File: src/rtl/ahb_spi_flash_xip_if.sv
// AHB-Lite bus bundle between the read-only cache fill port and the SPI flash XIP slave.
// hready is the bus-level ready; hready_resp is the slave's own ready output.
interface ahb_spi_flash_xip_if #(
    parameter int W_ADDR = 32,
    parameter int W_DATA = 32
);
    logic              hready_resp;
    logic              hready;
    logic              hresp;
    logic [W_ADDR-1:0] haddr;
    logic              hwrite;
    logic [1:0]        htrans;
    logic [2:0]        hsize;
    logic [2:0]        hburst;
    logic [3:0]        hprot;
    logic              hmastlock;
    logic [W_DATA-1:0] hwdata;
    logic [W_DATA-1:0] hrdata;

    modport master (
        input  hready_resp, hresp, hrdata,
        output hready, haddr, hwrite, htrans, hsize, hburst, hprot, hmastlock, hwdata
    );

    modport slave (
        output hready_resp, hresp, hrdata,
        input  hready, haddr, hwrite, htrans, hsize, hburst, hprot, hmastlock, hwdata
    );
endinterface

File: src/rtl/ahb_spi_flash_xip.sv
// Read-only AHB-Lite slave serving execute-in-place word reads from SPI NOR flash
// (mode 0, 0x03 READ); sequential words keep the flash transaction open.
module ahb_spi_flash_xip #(
    parameter int W_ADDR = 32,
    parameter int W_DATA = 32
) (
    input  logic                clk,
    input  logic                rst_n,
    ahb_spi_flash_xip_if.slave  ahbls,
    output logic                spi_cs_n,
    output logic                spi_sclk,
    output logic                spi_mosi,
    input  logic                spi_miso
);
    localparam logic [7:0] CMD_READ = 8'h03;

    typedef enum logic [2:0] {
        S_IDLE, S_SETUP, S_CMDADDR, S_DATA, S_RESP, S_GAP, S_ERR_PH0, S_ERR_PH1
    } state_t;

    state_t      state, state_nxt;
    logic [5:0]  bit_cnt, bit_cnt_nxt;
    logic [31:0] tx_sr;
    logic [31:0] rx_sr;
    logic [31:0] rx_word;
    logic [31:0] hrdata_q;
    logic [21:0] stream_word_addr;
    logic [21:0] req_word_addr;

    logic aphase, rd_aphase, wr_aphase;
    logic seq_hit, accepting, load_addr, load_cmd;
    logic hready_resp, hresp;
    logic cs_active_nxt, sclk_nxt;

    assign aphase        = ahbls.hready && ahbls.htrans[1];
    assign rd_aphase     = aphase && !ahbls.hwrite;
    assign wr_aphase     = aphase && ahbls.hwrite;
    assign req_word_addr = ahbls.haddr[23:2];

    // Widened by one bit so the 0x3FFFFF -> 0 wrap is never treated as sequential.
    assign seq_hit = ({1'b0, req_word_addr} == ({1'b0, stream_word_addr} + 23'd1));

    assign accepting = (state == S_IDLE) || (state == S_RESP) || (state == S_ERR_PH1);
    assign load_addr = rd_aphase && accepting;
    assign load_cmd  = load_addr && !((state == S_RESP) && seq_hit);

    assign rx_word = {rx_sr[30:0], spi_miso};

    // NOTE: every output of an always_comb gets a default first, so no path can infer a latch.
    always_comb begin
        state_nxt   = state;
        hready_resp = 1'b0;
        hresp       = 1'b0;
        case (state)
            S_IDLE: begin
                hready_resp = 1'b1;
                if (rd_aphase)      state_nxt = S_SETUP;
                else if (wr_aphase) state_nxt = S_ERR_PH0;
            end
            S_SETUP:   state_nxt = S_CMDADDR;
            S_CMDADDR: if (bit_cnt == 6'd63) state_nxt = S_DATA;
            S_DATA:    if (bit_cnt == 6'd63) state_nxt = S_RESP;
            S_RESP: begin
                hready_resp = 1'b1;
                if (rd_aphase && seq_hit) state_nxt = S_DATA;
                else if (rd_aphase)       state_nxt = S_GAP;
                else if (wr_aphase)       state_nxt = S_ERR_PH0;
                else                      state_nxt = S_IDLE;
            end
            S_GAP:     state_nxt = S_SETUP;
            S_ERR_PH0: begin
                hresp     = 1'b1;
                state_nxt = S_ERR_PH1;
            end
            S_ERR_PH1: begin
                hready_resp = 1'b1;
                hresp       = 1'b1;
                if (rd_aphase)      state_nxt = S_SETUP;
                else if (wr_aphase) state_nxt = S_ERR_PH0;
                else                state_nxt = S_IDLE;
            end
            default:   state_nxt = S_IDLE;
        endcase
    end

    // Bit-pair counter runs only while clocking the flash; its LSB selects the sclk phase.
    assign bit_cnt_nxt   = ((state == S_CMDADDR) || (state == S_DATA)) ? bit_cnt + 6'd1 : 6'd0;
    assign cs_active_nxt = state_nxt inside {S_SETUP, S_CMDADDR, S_DATA, S_RESP};
    assign sclk_nxt      = (state_nxt inside {S_CMDADDR, S_DATA}) && bit_cnt_nxt[0];

    // NOTE: all state uses non-blocking assignments so every flop samples pre-edge values.
    // NOTE: the shifters and read-data register are reset too, keeping pins and hrdata defined.
    always_ff @(posedge clk or negedge rst_n) begin
        if (!rst_n) begin
            state            <= S_IDLE;
            bit_cnt          <= 6'd0;
            tx_sr            <= 32'd0;
            rx_sr            <= 32'd0;
            hrdata_q         <= 32'd0;
            stream_word_addr <= 22'd0;
            spi_cs_n         <= 1'b1;
            spi_sclk         <= 1'b0;
        end else begin
            state    <= state_nxt;
            bit_cnt  <= bit_cnt_nxt;
            spi_cs_n <= !cs_active_nxt;
            spi_sclk <= sclk_nxt;

            if (load_addr) stream_word_addr <= req_word_addr;

            // Command word is staged at address acceptance so its MSB is on mosi during SETUP.
            if (load_cmd)
                tx_sr <= {CMD_READ, req_word_addr, 2'b00};
            else if ((state == S_CMDADDR) && bit_cnt[0])
                tx_sr <= {tx_sr[30:0], 1'b0};

            if ((state == S_DATA) && bit_cnt[0]) rx_sr <= rx_word;

            // Flash streams byte +0 first; AHB wants it in the low lane.
            if ((state == S_DATA) && (bit_cnt == 6'd63))
                hrdata_q <= {rx_word[7:0], rx_word[15:8], rx_word[23:16], rx_word[31:24]};
        end
    end

    assign spi_mosi          = tx_sr[31];
    assign ahbls.hready_resp = hready_resp;
    assign ahbls.hresp       = hresp;
    assign ahbls.hrdata      = W_DATA'(hrdata_q);

    // Attributes the flash cannot act on; the master selects bytes from the full word.
    logic unused_bus;
    assign unused_bus = ^{ahbls.hsize, ahbls.hburst, ahbls.hprot, ahbls.hmastlock,
                          ahbls.hwdata, ahbls.htrans[0], ahbls.haddr[W_ADDR-1:24],
                          ahbls.haddr[1:0]};
endmodule

File: src/flat_wrapper.sv
// flat-port wrapper written by rule: the top's interface ports become plain ports
module ahb_spi_flash_xip_flat 
#(
    parameter int W_ADDR = 32,
    parameter int W_DATA = 32
)
  (clk, rst_n, spi_cs_n, spi_sclk, spi_mosi, spi_miso, ahbls_hready_resp, ahbls_hresp, ahbls_hrdata, ahbls_hready, ahbls_haddr, ahbls_hwrite, ahbls_htrans, ahbls_hsize, ahbls_hburst, ahbls_hprot, ahbls_hmastlock, ahbls_hwdata);
  ahb_spi_flash_xip_if #(.W_ADDR(W_ADDR), .W_DATA(W_DATA)) ahbls_i ();
  input  logic clk;
  input  logic rst_n;
  output logic spi_cs_n;
  output logic spi_sclk;
  output logic spi_mosi;
  input  logic spi_miso;
  output wire logic [$bits(ahbls_i.hready_resp)-1:0] ahbls_hready_resp;
  output wire logic [$bits(ahbls_i.hresp)-1:0] ahbls_hresp;
  output wire logic [$bits(ahbls_i.hrdata)-1:0] ahbls_hrdata;
  input wire logic [$bits(ahbls_i.hready)-1:0] ahbls_hready;
  input wire logic [$bits(ahbls_i.haddr)-1:0] ahbls_haddr;
  input wire logic [$bits(ahbls_i.hwrite)-1:0] ahbls_hwrite;
  input wire logic [$bits(ahbls_i.htrans)-1:0] ahbls_htrans;
  input wire logic [$bits(ahbls_i.hsize)-1:0] ahbls_hsize;
  input wire logic [$bits(ahbls_i.hburst)-1:0] ahbls_hburst;
  input wire logic [$bits(ahbls_i.hprot)-1:0] ahbls_hprot;
  input wire logic [$bits(ahbls_i.hmastlock)-1:0] ahbls_hmastlock;
  input wire logic [$bits(ahbls_i.hwdata)-1:0] ahbls_hwdata;
  assign ahbls_hready_resp = ahbls_i.hready_resp;
  assign ahbls_hresp = ahbls_i.hresp;
  assign ahbls_hrdata = ahbls_i.hrdata;
  assign ahbls_i.hready = ahbls_hready;
  assign ahbls_i.haddr = ahbls_haddr;
  assign ahbls_i.hwrite = ahbls_hwrite;
  assign ahbls_i.htrans = ahbls_htrans;
  assign ahbls_i.hsize = ahbls_hsize;
  assign ahbls_i.hburst = ahbls_hburst;
  assign ahbls_i.hprot = ahbls_hprot;
  assign ahbls_i.hmastlock = ahbls_hmastlock;
  assign ahbls_i.hwdata = ahbls_hwdata;
  ahb_spi_flash_xip #(.W_ADDR(W_ADDR), .W_DATA(W_DATA)) u_core (.clk(clk), .rst_n(rst_n), .ahbls(ahbls_i), .spi_cs_n(spi_cs_n), .spi_sclk(spi_sclk), .spi_mosi(spi_mosi), .spi_miso(spi_miso));
endmodule
File: config.mk
export PLATFORM = sky130hd
export DESIGN_NAME = ahb_spi_flash_xip_flat
export DESIGN_NICKNAME = d
export VERILOG_FILES = /design/src/rtl/ahb_spi_flash_xip_if.sv /design/src/rtl/ahb_spi_flash_xip.sv /design/src/flat_wrapper.sv
export SDC_FILE = /design/constraint.sdc
export NUM_CORES = 1
export LEC_CHECK = 0
export BUFFER_PORTS_ARGS = -buffer_cell sky130_fd_sc_hd__buf_4
export CAP_MARGIN = 20
export CORE_UTILIZATION = 56
export CTS_BUF_LIST = sky130_fd_sc_hd__clkbuf_4 sky130_fd_sc_hd__clkbuf_8
export DETAILED_ROUTE_END_ITERATION = 8
export PLACE_DENSITY = 0.8
export SKIP_CTS_REPAIR_TIMING = 1
export SYNTH_ARGS = -nofsm -noshare
export SYNTH_HDL_FRONTEND = slang
export SYNTH_SLANG_ARGS = --single-unit
File: constraint.sdc
create_clock -name clk -period 7.9 [get_ports clk]
set_input_delay 1.58 -clock clk [delete_from_list [all_inputs] [get_ports clk]]
set_output_delay 1.58 -clock clk [all_outputs]
set_load 0.01 [all_outputs]
==> parameters.txt, run 1 <==
Parameter                              Value

Pwr
  Power density over cell area ... 304 nW/um^2
  Overall power of the completed layout ... 2.30 mW
  Portion of total power attributed to sequential cells ... 44.0%
  Net Sw Frac ... 36.1%
  Portion of total power attributed to the clock network ... 26.6%
  Switching power ... 0.829 mW
  Worst voltage drop across the vdd grid ... 0.194 mV
  Internal cell power ... 1.47 mW
  Pleak ... 3.71 nW
  Combinational share of power ... 29.4%

Synthesis
  Post-Synthesis Mean Instance Area ... 10.1 sq um
  Yosys warnings ... 0
  Net count after synthesis ... 733
  Number of flops mapped to enable cells by yosys ... 0
  Number of storage elements in the synthesis netlist ... 126
  Cell count after synthesis ... 649
  Part of the Yosys area used for sequential elements ... 48.2%
  Prevailing post-synth register cell ... sky130_fd_sc_hd__dfrtp_1
  Post-synthesis cell area ... 6550 sq um
  Count of unique library cells instantiated by Yosys ... 58
  Async set-or-reset flop fraction in the synthesized netlist ... 100%

Clock tree
  Clock Pin Slew Worst Setup and Hold Paths ... 0.08 ns
  Worst-case clock buffer depth ... 2
  Number of clock buffers inserted by TritonCTS ... 17
  Number of clock sinks seen by CTS ... 126
  Depth of the CTS H-tree ... 4
  Cell at the root of the clock tree ... sky130_fd_sc_hd__clkbuf_8
  Clock tree from TritonCTS ... built
  Skew-Pair Late Insertion Delay ... 0.45 ns

Timing
  Min Clock Period, post-route ... 4.17 ns
  Least-Margin Pin Slew ... 1.07 ns
  Final number of hold-violating endpoints ... 0
  Final-layout worst hold slack ... 0.509 ns
  Setup WS post-layout ... 3.73 ns
  Max-slew violation count ... 0
  Maximum frequency from static timing analysis ... 0.240 GHz
  Total negative setup slack ... 0 ns
  Setup Skew ... 0.0137 ns
  Period utilisation layout ... 52.8%
  RSZ-0062 raised after global routing ... false
  Worst slew margin ... 27.0%
  Total of endpoints with negative setup slack in the final report ... 0

Finish
  Footprint of the multi-input gates ... 3220 sq um
  Final core utilization ... 66.2%
  Post-layout net count ... 784
  Number of standard cells in the layout, taps in and fillers out ... 856
  Storage element area ... 3150 sq um
  Final design instance area without fill ... 7560 sq um
  Antenna cell count ... 0
  Layout filler cell count ... 845
  Area grow syn2layout ... 15.4%
  Share of cells above drive strength 1 ... 25.4%

Worst setup path
  Kind of start point of the critical path ... input port
  Required arrival time at the worst endpoint ... 8.23 ns
  Register-to-Register Setup Slack ... 4.30 ns
  Arrival time of data at the critical path endpoint ... 4.51 ns
  Largest fanout on the critical path ... 18
  Setup CP Type ... input port to flip-flop
  CP endpoint kind ... flip-flop

Drt
  Routed vias ... 5130
  DR DRC count ... 0
  Starting DRT DRC Count ... 449
  Post-DR vias/cell ... 5.99
  Detailed-routing iteration count for the pre-antenna-repair pass ... 6
  WL/cell ... 17.2 um
  Antenna viol nets, final ... 0
  Wirelength, routed ... 14.8 mm

Worst hold path
  Path category of the worst min-delay check ... flip-flop to flip-flop

Placed design
  Quantity of I/O buffers inserted on ports ... 64
  Detailed placer's ending HPWL ... 9.42 mm
  Post-placement cell area ... 7080 sq um
  Final GP Congestion ... 0.842
  Setup slack at placement ... 3.32 ns
  Number of cells in the design after placement ... 822

Floorplanning
  Row count ... 39
  Die Y ... 110 um
  Horiz. Die Dim ... 110 um
  Area of the core region ... 11400 sq um
  Area of the die ... 12100 sq um
  Top-level I/O count ... 119
  Initial Utilization ... 57.4%

Status
  Result of the run ... completed

Flow run
  Total of max-cap violations ... 0

Global routing
  Global-route wire length before repair ... 24.0 mm
  Via count of the first global-routing pass ... 4892
  Number of antenna violations at the first check in global routing ... 0
  Remaining Overflow, GRT ... 0
  Total global-route track usage ... 26.3%
  Pin count of the biggest net entering global routing ... 91
final timing paths:
path	start	endpoint	cells after the start
setup reg to reg	u_core.stream_word_addr[0]$_DFFE_PN0P_	u_core.tx_sr[2]$_DFFE_PN0P_	8
hold reg to reg	u_core.ahbls.hrdata[12]$_DFFE_PN0P_	u_core.ahbls.hrdata[12]$_DFFE_PN0P_	1
max in group asynchronous	rst_n	u_core.stream_word_addr[19]$_DFFE_PN0P_	3
setup / recovery	ahbls_haddr[7]	u_core.tx_sr[2]$_DFFE_PN0P_	8
min in group asynchronous	rst_n	u_core.tx_sr[2]$_DFFE_PN0P_	1
hold / removal	u_core.ahbls.hrdata[12]$_DFFE_PN0P_	u_core.ahbls.hrdata[12]$_DFFE_PN0P_	1
cell families (layout without fill, tap and decap cells):
group	after synthesis	in the layout	synth area share, %
AOI/OAI and AO/OA	82	82	7.87
xor gates and xnor gates	29	29	3.88
DFF	126	126	48.2
muxes	99	99	16.4
buffers and inverters	42	106	2.92
and+or+nand+nor	269	269	20.4
adders and majority gates	2	2	0.382
synth_stat cells (all sizes together) (3+ instances only):
library cell | n | area share [%]
mux2i | 36 | 5.6
nand3 | 24 | 1.9
mux2 | 63 | 11
nor4 | 5 | 0.71
o22ai | 4 | 0.38
nand3b | 3 | 0.34
o211ai | 3 | 0.34
dfrtp | 125 | 48
o21ai | 29 | 2.3
nand2 | 106 | 6.1
nor2b | 3 | 0.29
clkbuf | 25 | 1.5
a21oi | 21 | 1.6
nand2b | 17 | 1.6
and2 | 4 | 0.38
nor2 | 34 | 1.9
xor2 | 14 | 1.9
nor3 | 25 | 2.0
xnor2 | 15 | 2.0
buf | 15 | 1.4
a22oi | 6 | 0.76
nand4 | 24 | 2.5
o31a | 5 | 0.67
and3 | 13 | 1.2
nor3b | 3 | 0.34
flip-flops by register name (all words and copies together) (netlist names):
register,count
u_core.bit_cnt,6
u_core.stream_word_addr,22
u_core.spi_sclk,1
u_core.tx_sr,30
u_core.rx_sr,31
u_core.state,3
u_core.spi_cs_n,1
u_core.ahbls.hrdata,32
worst max-delay path, cell delays in order:
cell and delay, ns:
sky130_fd_sc_hd__buf_4 0.13, sky130_fd_sc_hd__xnor2_1 0.28, sky130_fd_sc_hd__nor4bb_1 0.32, sky130_fd_sc_hd__a311oi_1 0.12, sky130_fd_sc_hd__a22oi_2 0.77, sky130_fd_sc_hd__and2_0 0.80
sky130_fd_sc_hd__o211ai_1 0.18, sky130_fd_sc_hd__or3_1 0.32
routing by layer:
layer / part of all wire, % / track usage, % / vias to the layer above / routed length (um)
li1: - / - / 2402 / -
met1: 42 / 32.4 / 2533 / 6180
met2: 50 / 42.7 / 162 / 7370
met3: 5.6 / 7.52 / 33 / 831
met4: 2.6 / 12.7 / 0 / 380
met5: 0 / 0 / - / 0
power by group through the flow:
stage | Sequential (mW) | Combinational [mW] | Clock, mW
2_1_floorplan | 0.944 | 0.560 | 0
3_3_place_gp | 1.00 | 0.639 | 0
3_5_place_dp | 1.02 | 0.669 | 0
4_1_cts | 1.01 | 0.673 | 0.625
5_1_grt | 1.04 | 0.756 | 0.650
6_report | 1.01 | 0.676 | 0.610
cell type report:
class | count | share of cell area, %
timing repair buffer | 72 | 7.58
multi-input combinational | 481 | 42.5
tap | 143 | 2.37
clock inverter | 13 | 2.32
inverter | 2 | 0.0993
clock buffer | 19 | 3.38
sequential | 126 | 41.7
placed cells by master, fill, tap and decap left out, types with 3 or more instances in the layout:
| cell | Yosys | routed |
|---|---|---|
| sky130_fd_sc_hd__dfrtp_1 | 125 | 125 |
| sky130_fd_sc_hd__nand2_1 | 106 | 105 |
| sky130_fd_sc_hd__buf_4 | 1 | 70 |
| sky130_fd_sc_hd__mux2_2 | 63 | 63 |
| sky130_fd_sc_hd__mux2i_1 | 35 | 35 |
| sky130_fd_sc_hd__nor2_1 | 34 | 34 |
| sky130_fd_sc_hd__o21ai_0 | 26 | 26 |
| sky130_fd_sc_hd__nand3_1 | 23 | 23 |
| sky130_fd_sc_hd__nor3_1 | 24 | 23 |
| sky130_fd_sc_hd__nand4_1 | 23 | 23 |
| sky130_fd_sc_hd__a21oi_1 | 21 | 21 |
| sky130_fd_sc_hd__clkbuf_8 | 0 | 18 |
| sky130_fd_sc_hd__nand2b_1 | 17 | 17 |
| sky130_fd_sc_hd__xnor2_1 | 15 | 15 |
| sky130_fd_sc_hd__xor2_1 | 14 | 14 |
| sky130_fd_sc_hd__and3_1 | 13 | 13 |
| sky130_fd_sc_hd__inv_6 | 0 | 6 |
| sky130_fd_sc_hd__a22oi_1 | 5 | 5 |
| sky130_fd_sc_hd__o31a_1 | 5 | 5 |
| sky130_fd_sc_hd__o22ai_1 | 4 | 4 |
| sky130_fd_sc_hd__nor4_1 | 4 | 4 |
| sky130_fd_sc_hd__and2_1 | 3 | 3 |
| sky130_fd_sc_hd__o211ai_1 | 3 | 3 |
| sky130_fd_sc_hd__nand3b_1 | 3 | 3 |
| sky130_fd_sc_hd__nor2b_1 | 3 | 3 |
| sky130_fd_sc_hd__bufinv_16 | 0 | 3 |
Power figures use the tool's default switching activity.
==> run 2, diff against run 1 <==
CORE_UTILIZATION = 52   (was 56)
PLACE_DENSITY = 0.78   (was 0.8)
clock period = 3.8 ns   (was 7.9 ns; I/O delays follow)
==> run 2 against run 1 <==
Compared with the run above:
- sequential share of layout area shrank 0.20 points
- clock skew down 0.0018 ns
- critical path depth down 1
- register-to-register slack got worse by 3.5 ns
- count of clock-buffer cells in the layout fell by 1
- worst setup slack worse by 2.9 ns
- via count increased by 0.31%
- combinational power increased by 110%
- total power grew 110%
- routed wire length decreased by 0.90%
- clock power up 100%
- cell area is 0.48% higher
- largest cell class unchanged
- largest power group unchanged
==> parameters.txt, run 2 (synthesized netlist as in run 1, its figures left out) <==
Parameter                              Value

Status
  Result of the run ... completed

Worst setup path
  Setup CP Type ... flip-flop to flip-flop
  Kind of start point of the critical path ... flip-flop
  Path depth of the worst reg2reg path ... 7 (-1)
  CP endpoint kind ... flip-flop
  Register-to-Register Setup Slack ... 0.80 ns (-3.50 ns)
  Critical R2R Capture ... u_core.tx_sr[2]$_DFFE_PN0P_
  Required arrival time at the worst endpoint ... 4.13 ns (-4.10 ns)
  Arrival time of data at the critical path endpoint ... 3.33 ns (-1.18 ns)
  Critical register-to-register path startpoint ... u_core.stream_word_addr[2]$_DFFE_PN0P_
  Largest fanout on the critical path ... 28 (+10)

Timing
  RSZ-0062 raised after global routing ... false
  Worst slew margin ... 43.1% (+16 points)
  Total negative setup slack ... 0 ns (unchanged)
  Least-Margin Pin Slew ... 0.853 ns (-0.220 ns)
  Final-layout worst hold slack ... 0.424 ns (-0.0857 ns)
  Max-slew violation count ... 0 (unchanged)
  Final number of hold-violating endpoints ... 0 (unchanged)
  Total of endpoints with negative setup slack in the final report ... 0 (unchanged)
  Period utilisation layout ... 79.1%
  Min Clock Period, post-route ... 3.00 ns
  Setup Skew ... 0.0119 ns (-0.00181 ns)
  Maximum frequency from static timing analysis ... 0.333 GHz

Pwr
  Net Sw Frac ... 36.8% (+0.72 points)
  Worst voltage drop across the vdd grid ... 0.386 mV (+99%)
  Power density over cell area ... 626 nW/um^2 (+110%)
  Internal cell power ... 3.00 mW (+100%)
  Portion of total power attributed to sequential cells ... 44.3% (+0.3 points)
  Pleak ... 3.72 nW (+0.11%)
  Portion of total power attributed to the clock network ... 25.8% (-0.8 points)
  Combinational share of power ... 30.0% (+0.6 points)
  Switching power ... 1.75 mW (+110%)

Clock tree
  Depth of the CTS H-tree ... 4 (unchanged)
  Number of clock buffers inserted by TritonCTS ... 17 (unchanged)
  Cell at the root of the clock tree ... sky130_fd_sc_hd__clkbuf_8
  Clock Pin Slew Worst Setup and Hold Paths ... 0.08 ns (about the same)
  Worst-case clock buffer depth ... 2 (unchanged)
  Skew-Pair Late Insertion Delay ... 0.45 ns (about the same)
  Number of clock sinks seen by CTS ... 126 (unchanged)
  Clock tree from TritonCTS ... built

Floorplanning
  Initial Utilization ... 53.8% (-3.5 points)
  Top-level I/O count ... 119 (unchanged)
  Die Y ... 114 um (+3.7%)
  Horiz. Die Dim ... 114 um (+3.7%)
  Area of the die ... 13000 sq um (+7.5%)
  Area of the core region ... 12200 sq um (+6.5%)
  Row count ... 40 (+2.6%)

Placed design
  Number of cells in the design after placement ... 852 (+3.6%)
  Detailed placer's ending HPWL ... 9.90 mm (+5.1%)
  Post-placement cell area ... 7180 sq um (+1.3%)
  Final GP Congestion ... 0.889 (+5.5%)
  Quantity of I/O buffers inserted on ports ... 64 (unchanged)

Finish
  Final core utilization ... 62.5% (-3.7 points)
  Number of standard cells in the layout, taps in and fillers out ... 884 (+3.3%)
  Most frequent standard cell in the layout excluding fill and tap cells ... sky130_fd_sc_hd__dfrtp_1
  Final design instance area without fill ... 7600 sq um (+0.48%)
  Share of cells above drive strength 1 ... 25.7% (+0.31 points)
  Layout filler cell count ... 977 (+16%)
  Antenna cell count ... 0 (unchanged)
  Post-layout net count ... 787 (+0.38%)
  Flip-flop count of the largest register after layout ... 32 (unchanged)
  Area grow syn2layout ... 16.0%
  Most frequent cells in the layout ... sky130_fd_sc_hd__dfrtp_1, sky130_fd_sc_hd__nand2_1, sky130_fd_sc_hd__buf_4

Global routing
  Via count of the first global-routing pass ... 5028 (+2.8%)
  Remaining Overflow, GRT ... 0 (unchanged)
  Total global-route track usage ... 23.9% (-2.4 points)
  Number of antenna violations at the first check in global routing ... 0 (unchanged)
  Global-route wire length before repair ... 24.4 mm (+1.4%)
  Pin count of the biggest net entering global routing ... 65 (-29%)

Worst hold path
  Path category of the worst min-delay check ... input port to async pin

Drt
  DR DRC count ... 0 (unchanged)
  Routed vias ... 5146 (+0.31%)
  Post-DR vias/cell ... 5.82 (-2.9%)
  Starting DRT DRC Count ... 512 (+14%)
  WL/cell ... 16.5 um (-4.0%)
  Antenna viol nets, final ... 0 (unchanged)
  Detailed-routing iteration count for the pre-antenna-repair pass ... 5 (-1)
  Wirelength, routed ... 14.6 mm (-0.90%)

Flow run
  Total of max-cap violations ... 0 (unchanged)
run 2: routing by layer:
layer / part of all wire (%) / track usage (%)
met5: 0 / 0
met2: 48 / 37.9
met3: 5.8 / 5.82
met4: 2.4 / 10.7
met1: 44 / 31.3
run 2: worst max-delay path by stage:
stage                                                 startpoint                          end  cells after the start
after floorplan                                  ahbls_haddr[10]  u_core.tx_sr[2]$_DFFE_PN0P_                      8
after CTS                 u_core.stream_word_addr[2]$_DFFE_PN0P_  u_core.tx_sr[2]$_DFFE_PN0P_                      7
after global placement                           ahbls_haddr[13]  u_core.tx_sr[2]$_DFFE_PN0P_                      8
final                     u_core.stream_word_addr[2]$_DFFE_PN0P_  u_core.tx_sr[2]$_DFFE_PN0P_                      7
after global routing      u_core.stream_word_addr[3]$_DFFE_PN0P_  u_core.tx_sr[2]$_DFFE_PN0P_                      7
after detailed placement                         ahbls_haddr[13]  u_core.tx_sr[2]$_DFFE_PN0P_                      8
run 2: worst max-delay path, cell delays in order (launching register included):
cell	delay [ns]
sky130_fd_sc_hd__dfrtp_1	0.49
sky130_fd_sc_hd__nand3_2	0.27
sky130_fd_sc_hd__nor4_1	0.48
sky130_fd_sc_hd__and4_1	0.26
sky130_fd_sc_hd__o22ai_1	0.09
sky130_fd_sc_hd__or4_4	0.73
sky130_fd_sc_hd__nor2b_1	0.22
sky130_fd_sc_hd__or3_1	0.34
run 2: layout make-up:
class / instances / area [sq um] / share of cell area [%]
Timing Repair Buffer: 75 / 588 / 7.74
Inverter: 2 / 7.51 / 0.0988
Sequential cell: 126 / 3150 / 41.5
Clock buffer: 18 / 248 / 3.26
Clock inverter: 14 / 173 / 2.27
Tap cell: 168 / 210 / 2.77
Multi-Input combinational cell: 481 / 3220 / 42.3
run 2: stage by stage:
stage	total power, mW	setup WS [ns]
2_1_floorplan	3.13	1.21
3_3_place_gp	3.44	0.774
3_5_place_dp	3.54	0.737
4_1_cts	4.77	0.813
5_1_grt	5.05	0.664
6_report	4.75	0.795
run 2: power by group through the flow:
stage	logic (mW)	registers [mW]	clock network, mW
5_1_grt	1.59	2.16	1.31
4_1_cts	1.43	2.10	1.25
6_report	1.43	2.10	1.22
2_1_floorplan	1.16	1.96	0
3_5_place_dp	1.42	2.12	0
3_3_place_gp	1.36	2.08	0
